**config.mk**
```make
export PLATFORM = sky130hd
export DESIGN_NAME = sdft_frame_scheduler_flat
export DESIGN_NICKNAME = d
export VERILOG_FILES = /design/src/rtl/sdft_frame_scheduler_if.sv /design/src/rtl/sdft_frame_scheduler.sv /design/src/flat_wrapper.sv
export SDC_FILE = /design/constraint.sdc
export NUM_CORES = 2
export LEC_CHECK = 0
export BUFFER_PORTS_ARGS = -buffer_cell sky130_fd_sc_hd__buf_2
export CAP_MARGIN = 20
export CORE_MARGIN = 10
export CORE_UTILIZATION = 30
export CTS_BUF_LIST = sky130_fd_sc_hd__clkbuf_8 sky130_fd_sc_hd__clkbuf_16
export DETAILED_ROUTE_END_ITERATION = 7
export PLACE_DENSITY_LB_ADDON = 0.1
export SYNTH_ARGS = -nofsm -noshare
export SYNTH_HDL_FRONTEND = slang
export SYNTH_SLANG_ARGS = --single-unit
```
**constraint.sdc**
```tcl
create_clock -name clk -period 13.6 [get_ports clk]
set_input_delay 0.68 -clock clk [delete_from_list [all_inputs] [get_ports clk]]
set_output_delay 0.68 -clock clk [all_outputs]
set_load 0.005 [all_outputs]
```
**src/rtl/sdft_frame_scheduler_if.sv**
```systemverilog
// Scheduler <-> sliding-DFT engine / consumer bundle.
// Carries run control, the engine start/ready handshake, the streamed bin bus,
// the frame-buffer read port and the published frame results and status flags.
interface sdft_frame_scheduler_if #(
  parameter int BIN_W = 7,
  parameter int VAL_W = 24
);
  // run control
  logic             enable;
  logic             clear_err;
  // engine handshake and bin stream
  logic             sdft_start;
  logic             sdft_ready;
  logic [BIN_W-1:0] bin_num;
  logic [VAL_W-1:0] bin_val;
  // frame buffer read port
  logic [BIN_W-1:0] rd_addr;
  logic [VAL_W-1:0] rd_data;
  // frame results and status
  logic             frame_valid;
  logic [BIN_W-1:0] peak_bin;
  logic [VAL_W-1:0] peak_val;
  logic [31:0]      sample_count;
  logic             busy;
  logic             overrun;
  logic             timeout_err;

  // master: the scheduler itself
  modport master (
    input  enable, clear_err, sdft_ready, bin_num, bin_val, rd_addr,
    output sdft_start, rd_data, frame_valid, peak_bin, peak_val,
           sample_count, busy, overrun, timeout_err
  );

  // slave: engine plus downstream consumer
  modport slave (
    output enable, clear_err, sdft_ready, bin_num, bin_val, rd_addr,
    input  sdft_start, rd_data, frame_valid, peak_bin, peak_val,
           sample_count, busy, overrun, timeout_err
  );
endinterface

```
**src/rtl/sdft_frame_scheduler.sv**
```systemverilog
// Sliding-DFT frame scheduler: paces the engine at one start per sample tick,
// captures the streamed bin magnitudes into a readable buffer and tracks the
// peak non-DC bin; flags overrun (tick while busy) and engine timeout.
// Ports: clk, rst (async, active high), bus (sdft_frame_scheduler_if.master):
//   enable/clear_err control, sdft_start/sdft_ready/bin_num/bin_val engine side,
//   rd_addr/rd_data buffer read (1-cycle latency), frame_valid/peak_bin/peak_val/
//   sample_count results, busy/overrun/timeout_err status.
module sdft_frame_scheduler #(
  parameter int CLK_DIV = 15625,
  parameter int BINS    = 128,
  parameter int BIN_W   = 7,
  parameter int VAL_W   = 24,
  parameter int TIMEOUT = 4095
) (
  input  logic                   clk,
  input  logic                   rst,
  sdft_frame_scheduler_if.master bus
);

  localparam int DIV_W = (CLK_DIV > 1) ? $clog2(CLK_DIV) : 1;
  localparam int TO_W  = $clog2(TIMEOUT + 1);

  localparam logic [DIV_W-1:0] DIV_LAST = DIV_W'(CLK_DIV - 1);
  localparam logic [TO_W-1:0]  TO_LAST  = TO_W'(TIMEOUT - 1);
  localparam logic [BIN_W-1:0] BIN_LAST = BIN_W'(BINS - 1);

  localparam logic [2:0] S_IDLE  = 3'd0;
  localparam logic [2:0] S_WAIT  = 3'd1;
  localparam logic [2:0] S_ISSUE = 3'd2;
  localparam logic [2:0] S_BUSY  = 3'd3;
  localparam logic [2:0] S_DONE  = 3'd4;

  logic [2:0]       state;
  logic [2:0]       state_nxt;
  logic [DIV_W-1:0] div_cnt;
  logic             tick;
  logic [TO_W-1:0]  to_cnt;
  logic             to_hit;
  logic [BIN_W-1:0] prev_bin;
  logic [BIN_W-1:0] run_bin;
  logic [BIN_W-1:0] run_bin_nxt;
  logic [VAL_W-1:0] run_val;
  logic [VAL_W-1:0] run_val_nxt;
  logic [BIN_W:0]   cap_cnt;
  logic             capture;
  logic             take_peak;
  logic             frame_end;
  logic [BIN_W-1:0] peak_bin_q;
  logic [VAL_W-1:0] peak_val_q;
  logic [31:0]      sample_cnt_q;
  logic             overrun_q;
  logic             timeout_q;
  logic [VAL_W-1:0] rd_q;
  logic [VAL_W-1:0] mem [BINS];

  // Sample-rate tick: free-running while enabled, parked at 0 otherwise.
  assign tick = bus.enable && (div_cnt == DIV_LAST);

  always_ff @(posedge clk or posedge rst) begin
    if (rst) begin
      div_cnt <= '0;
    end else if (!bus.enable || div_cnt == DIV_LAST) begin
      div_cnt <= '0;
    end else begin
      div_cnt <= div_cnt + 1'b1;
    end
  end

  // A new bin is recognised by a change of index; the engine may hold an index
  // for several cycles.
  assign capture   = (state == S_BUSY) && (bus.bin_num != prev_bin);
  // Strict compare keeps the lowest index on ties; bin 0 (DC) never competes.
  assign take_peak = capture && (bus.bin_num != '0) && (bus.bin_val > run_val);
  assign run_bin_nxt = take_peak ? bus.bin_num : run_bin;
  assign run_val_nxt = take_peak ? bus.bin_val : run_val;

  // Ready has priority over a timeout landing on the same cycle.
  assign frame_end = (state == S_BUSY) && bus.sdft_ready;
  assign to_hit    = (state == S_BUSY) && !bus.sdft_ready && (to_cnt == TO_LAST);

  always_comb begin
    state_nxt = state;
    case (state)
      S_IDLE:  if (bus.enable) state_nxt = S_WAIT;
      S_WAIT: begin
        if (!bus.enable)  state_nxt = S_IDLE;
        else if (tick)    state_nxt = S_ISSUE;
      end
      S_ISSUE: state_nxt = S_BUSY;
      S_BUSY: begin
        if (frame_end)    state_nxt = S_DONE;
        else if (to_hit)  state_nxt = bus.enable ? S_WAIT : S_IDLE;
      end
      // A tick in DONE is serviced as if already waiting.
      S_DONE: begin
        if (!bus.enable)  state_nxt = S_IDLE;
        else if (tick)    state_nxt = S_ISSUE;
        else              state_nxt = S_WAIT;
      end
      default: state_nxt = S_IDLE;
    endcase
  end

  always_ff @(posedge clk or posedge rst) begin
    if (rst) begin
      state        <= S_IDLE;
      to_cnt       <= '0;
      prev_bin     <= BIN_LAST;
      run_bin      <= '0;
      run_val      <= '0;
      cap_cnt      <= '0;
      peak_bin_q   <= '0;
      peak_val_q   <= '0;
      sample_cnt_q <= '0;
    end else begin
      state <= state_nxt;
      if (state == S_ISSUE) begin
        to_cnt  <= '0;
        run_bin <= '0;
        run_val <= '0;
        cap_cnt <= '0;
      end else if (state == S_BUSY) begin
        to_cnt  <= to_cnt + 1'b1;
        run_bin <= run_bin_nxt;
        run_val <= run_val_nxt;
        if (capture) begin
          prev_bin <= bus.bin_num;
          cap_cnt  <= cap_cnt + 1'b1;
        end
      end
      // Publish on the ready edge, folding in a capture from that same cycle,
      // so results are stable while frame_valid is high.
      if (frame_end) begin
        peak_bin_q   <= run_bin_nxt;
        peak_val_q   <= run_val_nxt;
        sample_cnt_q <= sample_cnt_q + 32'd1;
      end
    end
  end

  // Sticky flags: a set on the same cycle as clear_err wins.
  always_ff @(posedge clk or posedge rst) begin
    if (rst) begin
      overrun_q <= 1'b0;
      timeout_q <= 1'b0;
    end else begin
      if ((state == S_BUSY) && tick) overrun_q <= 1'b1;
      else if (bus.clear_err)        overrun_q <= 1'b0;
      if (to_hit)                    timeout_q <= 1'b1;
      else if (bus.clear_err)        timeout_q <= 1'b0;
    end
  end

  // Frame buffer storage is deliberately not reset.
  always_ff @(posedge clk) begin
    if (capture) mem[bus.bin_num] <= bus.bin_val;
  end

  // Read-before-write: a same-cycle write to rd_addr returns the old word.
  always_ff @(posedge clk or posedge rst) begin
    if (rst) rd_q <= '0;
    else     rd_q <= mem[bus.rd_addr];
  end

  assign bus.sdft_start   = (state == S_ISSUE);
  assign bus.frame_valid  = (state == S_DONE);
  assign bus.busy         = (state == S_ISSUE) || (state == S_BUSY);
  assign bus.peak_bin     = peak_bin_q;
  assign bus.peak_val     = peak_val_q;
  assign bus.sample_count = sample_cnt_q;
  assign bus.overrun      = overrun_q;
  assign bus.timeout_err  = timeout_q;
  assign bus.rd_data      = rd_q;

endmodule

```
**src/flat_wrapper.sv**
```systemverilog
// flat-port wrapper written by rule: the top's interface ports become plain ports
module sdft_frame_scheduler_flat 
#(
  parameter int CLK_DIV = 15625,
  parameter int BINS    = 128,
  parameter int BIN_W   = 7,
  parameter int VAL_W   = 24,
  parameter int TIMEOUT = 4095
)
  (clk, rst, bus_enable, bus_clear_err, bus_sdft_ready, bus_bin_num, bus_bin_val, bus_rd_addr, bus_sdft_start, bus_rd_data, bus_frame_valid, bus_peak_bin, bus_peak_val, bus_sample_count, bus_busy, bus_overrun, bus_timeout_err);
  sdft_frame_scheduler_if #(.BIN_W(BIN_W), .VAL_W(VAL_W)) bus_i ();
  input  logic clk;
  input  logic rst;
  input wire logic [$bits(bus_i.enable)-1:0] bus_enable;
  input wire logic [$bits(bus_i.clear_err)-1:0] bus_clear_err;
  input wire logic [$bits(bus_i.sdft_ready)-1:0] bus_sdft_ready;
  input wire logic [$bits(bus_i.bin_num)-1:0] bus_bin_num;
  input wire logic [$bits(bus_i.bin_val)-1:0] bus_bin_val;
  input wire logic [$bits(bus_i.rd_addr)-1:0] bus_rd_addr;
  output wire logic [$bits(bus_i.sdft_start)-1:0] bus_sdft_start;
  output wire logic [$bits(bus_i.rd_data)-1:0] bus_rd_data;
  output wire logic [$bits(bus_i.frame_valid)-1:0] bus_frame_valid;
  output wire logic [$bits(bus_i.peak_bin)-1:0] bus_peak_bin;
  output wire logic [$bits(bus_i.peak_val)-1:0] bus_peak_val;
  output wire logic [$bits(bus_i.sample_count)-1:0] bus_sample_count;
  output wire logic [$bits(bus_i.busy)-1:0] bus_busy;
  output wire logic [$bits(bus_i.overrun)-1:0] bus_overrun;
  output wire logic [$bits(bus_i.timeout_err)-1:0] bus_timeout_err;
  assign bus_i.enable = bus_enable;
  assign bus_i.clear_err = bus_clear_err;
  assign bus_i.sdft_ready = bus_sdft_ready;
  assign bus_i.bin_num = bus_bin_num;
  assign bus_i.bin_val = bus_bin_val;
  assign bus_i.rd_addr = bus_rd_addr;
  assign bus_sdft_start = bus_i.sdft_start;
  assign bus_rd_data = bus_i.rd_data;
  assign bus_frame_valid = bus_i.frame_valid;
  assign bus_peak_bin = bus_i.peak_bin;
  assign bus_peak_val = bus_i.peak_val;
  assign bus_sample_count = bus_i.sample_count;
  assign bus_busy = bus_i.busy;
  assign bus_overrun = bus_i.overrun;
  assign bus_timeout_err = bus_i.timeout_err;
  sdft_frame_scheduler #(.CLK_DIV(CLK_DIV), .BINS(BINS), .BIN_W(BIN_W), .VAL_W(VAL_W), .TIMEOUT(TIMEOUT)) u_core (.clk(clk), .rst(rst), .bus(bus_i));
endmodule
```
# [Word-level counts from Yosys, hierarchy flattened]
# Memory sizes are Yosys's and may differ from the RTL's. A register that Yosys moved wholly into a read port is not among the register bits.
# Cells that the tools add are included.
[classes] n_reduce_logical=19 n_eq_ne=10 magnitude_cmp=1 muxes=23 n_bitwise=1 add_sub_neg=3
[op_table] cell="24-bit 2-to-1 mux" count=3
[op_table] cell="32-bit by 1-bit adder with 32-bit output (second input constant)" count=1
[op_table] cell="24-bit greater-than comparator" count=1
[op_table] cell="12-bit 2-to-1 mux" count=2
[op_table] cell="7-bit 2-to-1 mux" count=3
[op_table] cell="3-bit 2-to-1 mux" count=6
[op_table] cell="3-bit one-hot mux with 5 select lines" count=1
[op_table] cell="14-bit by 1-bit adder with 14-bit output (second input constant)" count=1
[op_table] cell="14-bit == test (second input constant)" count=1
[op_table] cell="14-bit 2-to-1 mux" count=1
[op_table] cell="12-bit by 1-bit adder with 12-bit output (second input constant)" count=1
[op_table] cell="12-bit == test (second input constant)" count=1
[op_table] cell="1-bit logical AND" count=8
[op_table] cell="7-bit inequality test" count=1
[op_table] cell="7-bit nonzero test" count=1
[op_table] cell="3-bit by 2-bit == test with 1-bit output (second input constant)" count=2
[op_table] cell="1-bit 2-to-1 mux" count=6
[op_table] cell="3-bit AND reduction" count=2
[op_table] cell="2-bit nonzero test" count=3
[op_table] cell="3-bit by 1-bit == test with 1-bit output (second input constant)" count=1
[op_table] cell="3-bit == test (second input constant)" count=1
[op_table] cell="3-bit zero test" count=1
[op_table] cell="3-bit by 1-bit inequality test with 1-bit output (second input constant)" count=1
[op_table] cell="3-bit by 2-bit inequality test with 1-bit output (second input constant)" count=1
[op_table] cell="other kinds (5)" count=7
[totals] ff_bits=132 input_bits=43 mem_count=1 ramBits=3072 output_inout_bits=92
[mem_list] name="u_core.mem" words=128 word_bits=24 rd=1 rd_ports_with_merged_regs=1 wr=1 line_no="sdft_frame_scheduler.sv:54" rtl="logic [VAL_W-1:0] mem [BINS];"

# [Depth between registers and ports, before layout]
[logic_depth] word_depth=7 ltp_mapped=11

# [Least setup slack after synthesis]
# OpenSTA, ideal clock, no wires.
[synth_path] path_type="input-to-reg" from="input bus_bin_num[3]" to="memory u_core.mem[31][0] (enable)" required_ns=13.195 setup_slack_ns=10.202 arrival_ns=2.993 setup_time_ns=0.405 n_path_buf=2 path_stages=7 cell_sequence="buf_2 > xor2_1 > nor4_1 > a41oi_2 > clkbuf_1 > nand4_1 > nor2_1"
[synth_between] elab_chain_cells=4
[synth_rtl] item="from (decl)" line_no="flat_wrapper.sv:17" rtl="input wire logic [$bits(bus_i.bin_num)-1:0] bus_bin_num;"
[synth_rtl] item="7-bit inequality test" line_no="sdft_frame_scheduler.sv:71" rtl="assign capture = (state == S_BUSY) && (bus.bin_num != prev_bin);"
[synth_rtl] item="1-bit logical AND" line_no="sdft_frame_scheduler.sv:71"
[synth_rtl] item="1-bit 2-to-1 mux" line_no="sdft_frame_scheduler.sv:156" rtl="if (capture) mem[bus.bin_num] <= bus.bin_val;"
[synth_rtl] item="1-bit 2-to-1 mux (not written as such)" line_no="sdft_frame_scheduler.sv:156"
[synth_rtl] item="to (decl)" line_no="sdft_frame_scheduler.sv:54"
# Several ways; a longest one is shown, not always the timed one.

# [Worst setup path after layout]
[layout_path] from="register u_core.state[2]" to="memory u_core.mem[123][7] (enable)"
[layout_between] elab_chain_cells=4
[layout_rtl] item="from (decl)" line_no="sdft_frame_scheduler.sv:33" rtl="logic [2:0] state;"
[layout_rtl] item="from (signal assigned)" line_no="sdft_frame_scheduler.sv:116" rtl="state <= state_nxt;"
[layout_rtl] item="3-bit by 2-bit == test with 1-bit output" line_no="sdft_frame_scheduler.sv:71"
[layout_rtl] item="1-bit logical AND" line_no="sdft_frame_scheduler.sv:71"
[layout_rtl] item="1-bit 2-to-1 mux" line_no="sdft_frame_scheduler.sv:156"
[layout_rtl] item="1-bit 2-to-1 mux (not written as such)" line_no="sdft_frame_scheduler.sv:156"
# Every way passes these cells.

==> flow_summary.ini <==
[clock_network]
numCtsBuffers = 368
cts.sinks = 3228
clk_path_buf_depth = 4
cts_tree = yes
path_clk_slew_ns = 0.06
cts_root_buffer = clkbuf_16
ctsResizeCount = 0
insertion_delay_ns = 0.97
h-tree-depth = 5

[cells_and_area]
seqCellArea_um2 = 96160
fillers = 37820
post-route-util_pct = 35.46
multi_input_comb_area_um2 = 26090
finalNonFillerCells = 11730
layout-drive-gt1-share_pct = 30.39
nets = 6039
fin_area_um2 = 144300
area_delta_synth_final_pct = 17.54

[power_and_ir_drop]
power.total_mw = 21.65
powerDensity_nw_per_um2 = 150.0
leakagePower_nw = 45.48
ir_drop_mv = 0.1031

[min_path]
hold_class = primary input to flop
worstHoldStart = bus_bin_val[3]

[grt]
antenna_found_initial = 48
grt_pass1_vias = 62100
grt_max_degree = 106
grt_overflow_total = 0
gr-usage-all-layers_pct = 17.66
grt_pass1_wl_um = 538500

[drt]
drtIter0Drc = 6049
routedWlPerCell_um = 33.54
wl_um = 393400
drc = 0
vias = 59640
drtPass1Iterations = 7
avgViaCountPerCell = 5.084
ant_nets = 0

[sta]
setup_ws_ns = 8.420
setup_viol = 0
fmax_mhz = 193.0
hold_viol_final = 0
tns_ns = 0
fin_skew_ns = 0.07543
rsz0062_at_grt = false
relSlewSlack_pct = 25.16
worstMarginPinSlew_ns = 1.120
fin_crit_ns = 5.180
drv_slew = 0
whs_ns = 0.08025
period_share_pct = 38.09

[floorplanning]
dieArea_um2 = 435300
initial_core_util_pct = 30.17
fp-row-count = 234
ios = 135
die_w_um = 659.8
chipHeight_um = 659.8
core_um2 = 407000

[synth]
synth_flop_cell = edfxtp_1
syn_area_um2 = 122800
synth_top_area_cell = edfxtp_1
yosys_warnings = 0
synth-edff-count = 3072
synth_most_common_cell = edfxtp_1
synthTopCellsByCount = edfxtp_1 (3072), mux4_2 (816), nor2_1 (207)
syn-num-nets = 5547
async_flop_share_pct = 4.833
syn-instance-count = 5475
yosys_register_bits = 3228
synth_cell_types = 53
synth_top_area_share_pct = 75.13
seq_area_frac_synth_pct = 78.32
synth_area_leaders = edfxtp_1 (75%), mux4_2 (15%), dfrtp_1 (3.0%)
syn-mean-instance-area_um2 = 22.43

[placed_design]
place.gp.congestion = 0.7518
place_ws_ns = 7.389
dpl_cell_area_um2 = 132200
portBuffers = 134
dpl.cell_count = 11010
hpwlAfterDp_um = 233100

[setup_path]
crit_path_end_kind = flop
worstReg2RegStart = u_core.state[2]$_DFFE_PP0P_
cp.arrival_ns = 5.77
cp_max_fo = 28
start_kind = flop
worstPathRequired_ns = 14.19
cp-startpoint = u_core.state[2]$_DFFE_PP0P_
critical_path_class = flop to flop

[run]
drv_cap = 0

[outcome]
status = finished, final reports clean
[path summary, 6_finish.rpt]
path | to | slack [ns] | cells after the start
max reg2reg | u_core.mem[123][7]$_DFFE_PP_ | 8.42 | 10
max in group asynchronous | u_core.div_cnt[7]$_DFF_PP0_ | 11.58 | 4
min reg2reg | u_core.bus.sample_count[31]$_DFFE_PP0P_ | 0.48 | 1
max | u_core.mem[123][7]$_DFFE_PP_ | 8.42 | 10
min in group asynchronous | u_core.bus.sample_count[18]$_DFFE_PP0P_ | 0.41 | 3
min | u_core.mem[74][3]$_DFFE_PP_ | 0.08 | 1
[final cells by class]
class                           instances  share of cell area [%]
Antenna cell                           28                 0.04855
Clock buffer                          393                   6.689
Clock inverter                        285                   1.590
Inverter                               38                  0.1040
Multi-Input combinational cell       1931                   18.08
Sequential cell                      3228                   66.63
Tap cell                             5428                   4.706
Timing Repair Buffer                  400                   2.158
[critical path: stages (launching register included)]
cell      delay, ns
dfrtp_1        0.41
nand2b_1       0.54
inv_2          0.67
nand2_1        0.20
buf_4          0.23
a41oi_2        0.16
buf_4          0.29
and3_1         0.37
nand3_1        0.59
nor2_2         0.83
buf_4          0.51
[power by group]
| group | internal [mW] | total (mW) | switching, mW |
|---|---|---|---|
| Clock | 5.70 | 9.80 | 4.10 |
| Combinational | 0.297 | 0.923 | 0.625 |
| Sequential | 10.9 | 10.9 | 0.0278 |
| Total | 16.9 | 21.6 | 4.75 |
[layer usage]
| metal | part of all wire [%] | global-route usage (%) | routed length (um) | up-vias |
|---|---|---|---|---|
| met3 | 6.0 | 2.890 | 23550 | 383 |
| li1 | - | - | - | 24310 |
| met1 | 45 | 25.26 | 175900 | 33220 |
| met2 | 47 | 28.72 | 186600 | 1731 |
| met5 | 0.0018 | 0 | 7 | - |
| met4 | 1.9 | 3.311 | 7418 | 2 |
[registers in the layout (all words and copies together), names as in the netlist]
register,flops
u_core.bus.overrun,1
u_core.bus.peak_bin,7
u_core.bus.peak_val,24
u_core.bus.rd_data,24
u_core.bus.sample_count,32
u_core.bus.timeout_err,1
u_core.div_cnt,14
u_core.mem,3072
u_core.prev_bin,7
u_core.run_bin,7
u_core.run_val,24
u_core.state,3
u_core.to_cnt,12
[cell families after synthesis]
family / Yosys count / synth area share, %
simple gates: 552 / 2.116
mux: 856 / 15.30
xor+xnor: 55 / 0.3923
flops: 3228 / 78.32
fa+ha+maj: 29 / 0.2955
buf+inv: 316 / 1.155
compound gates: 439 / 2.424
[layout by cell type, fill, tap and decap left out, types with 16 or more instances in the layout]
cell / n
nor3_1: 47
o22ai_1: 117
dfrtp_1: 149
o2bb2ai_1: 24
edfxtp_1: 3072
o21ai_0: 19
clkinv_2: 67
nor2_4: 89
buf_2: 106
bufinv_16: 31
clkinv_1: 82
nor2_1: 70
xnor2_1: 30
buf_4: 244
or2_1: 24
diode_2: 28
mux4_2: 816
nor2_2: 48
clkbuf_16: 377
a21oi_1: 70
nand4_1: 65
nand2_1: 106
a22oi_1: 192
buf_6: 23
inv_1: 114
nand3_1: 30
xor2_1: 25
clkbuf_8: 16
ha_1: 29
mux2i_1: 32
[what timing repair did]
item	CTS	global route
hold buffers	6	0
hold endpoints to repair	82	0
buffers inserted	0	0
(Power assumes the default switching activity.)
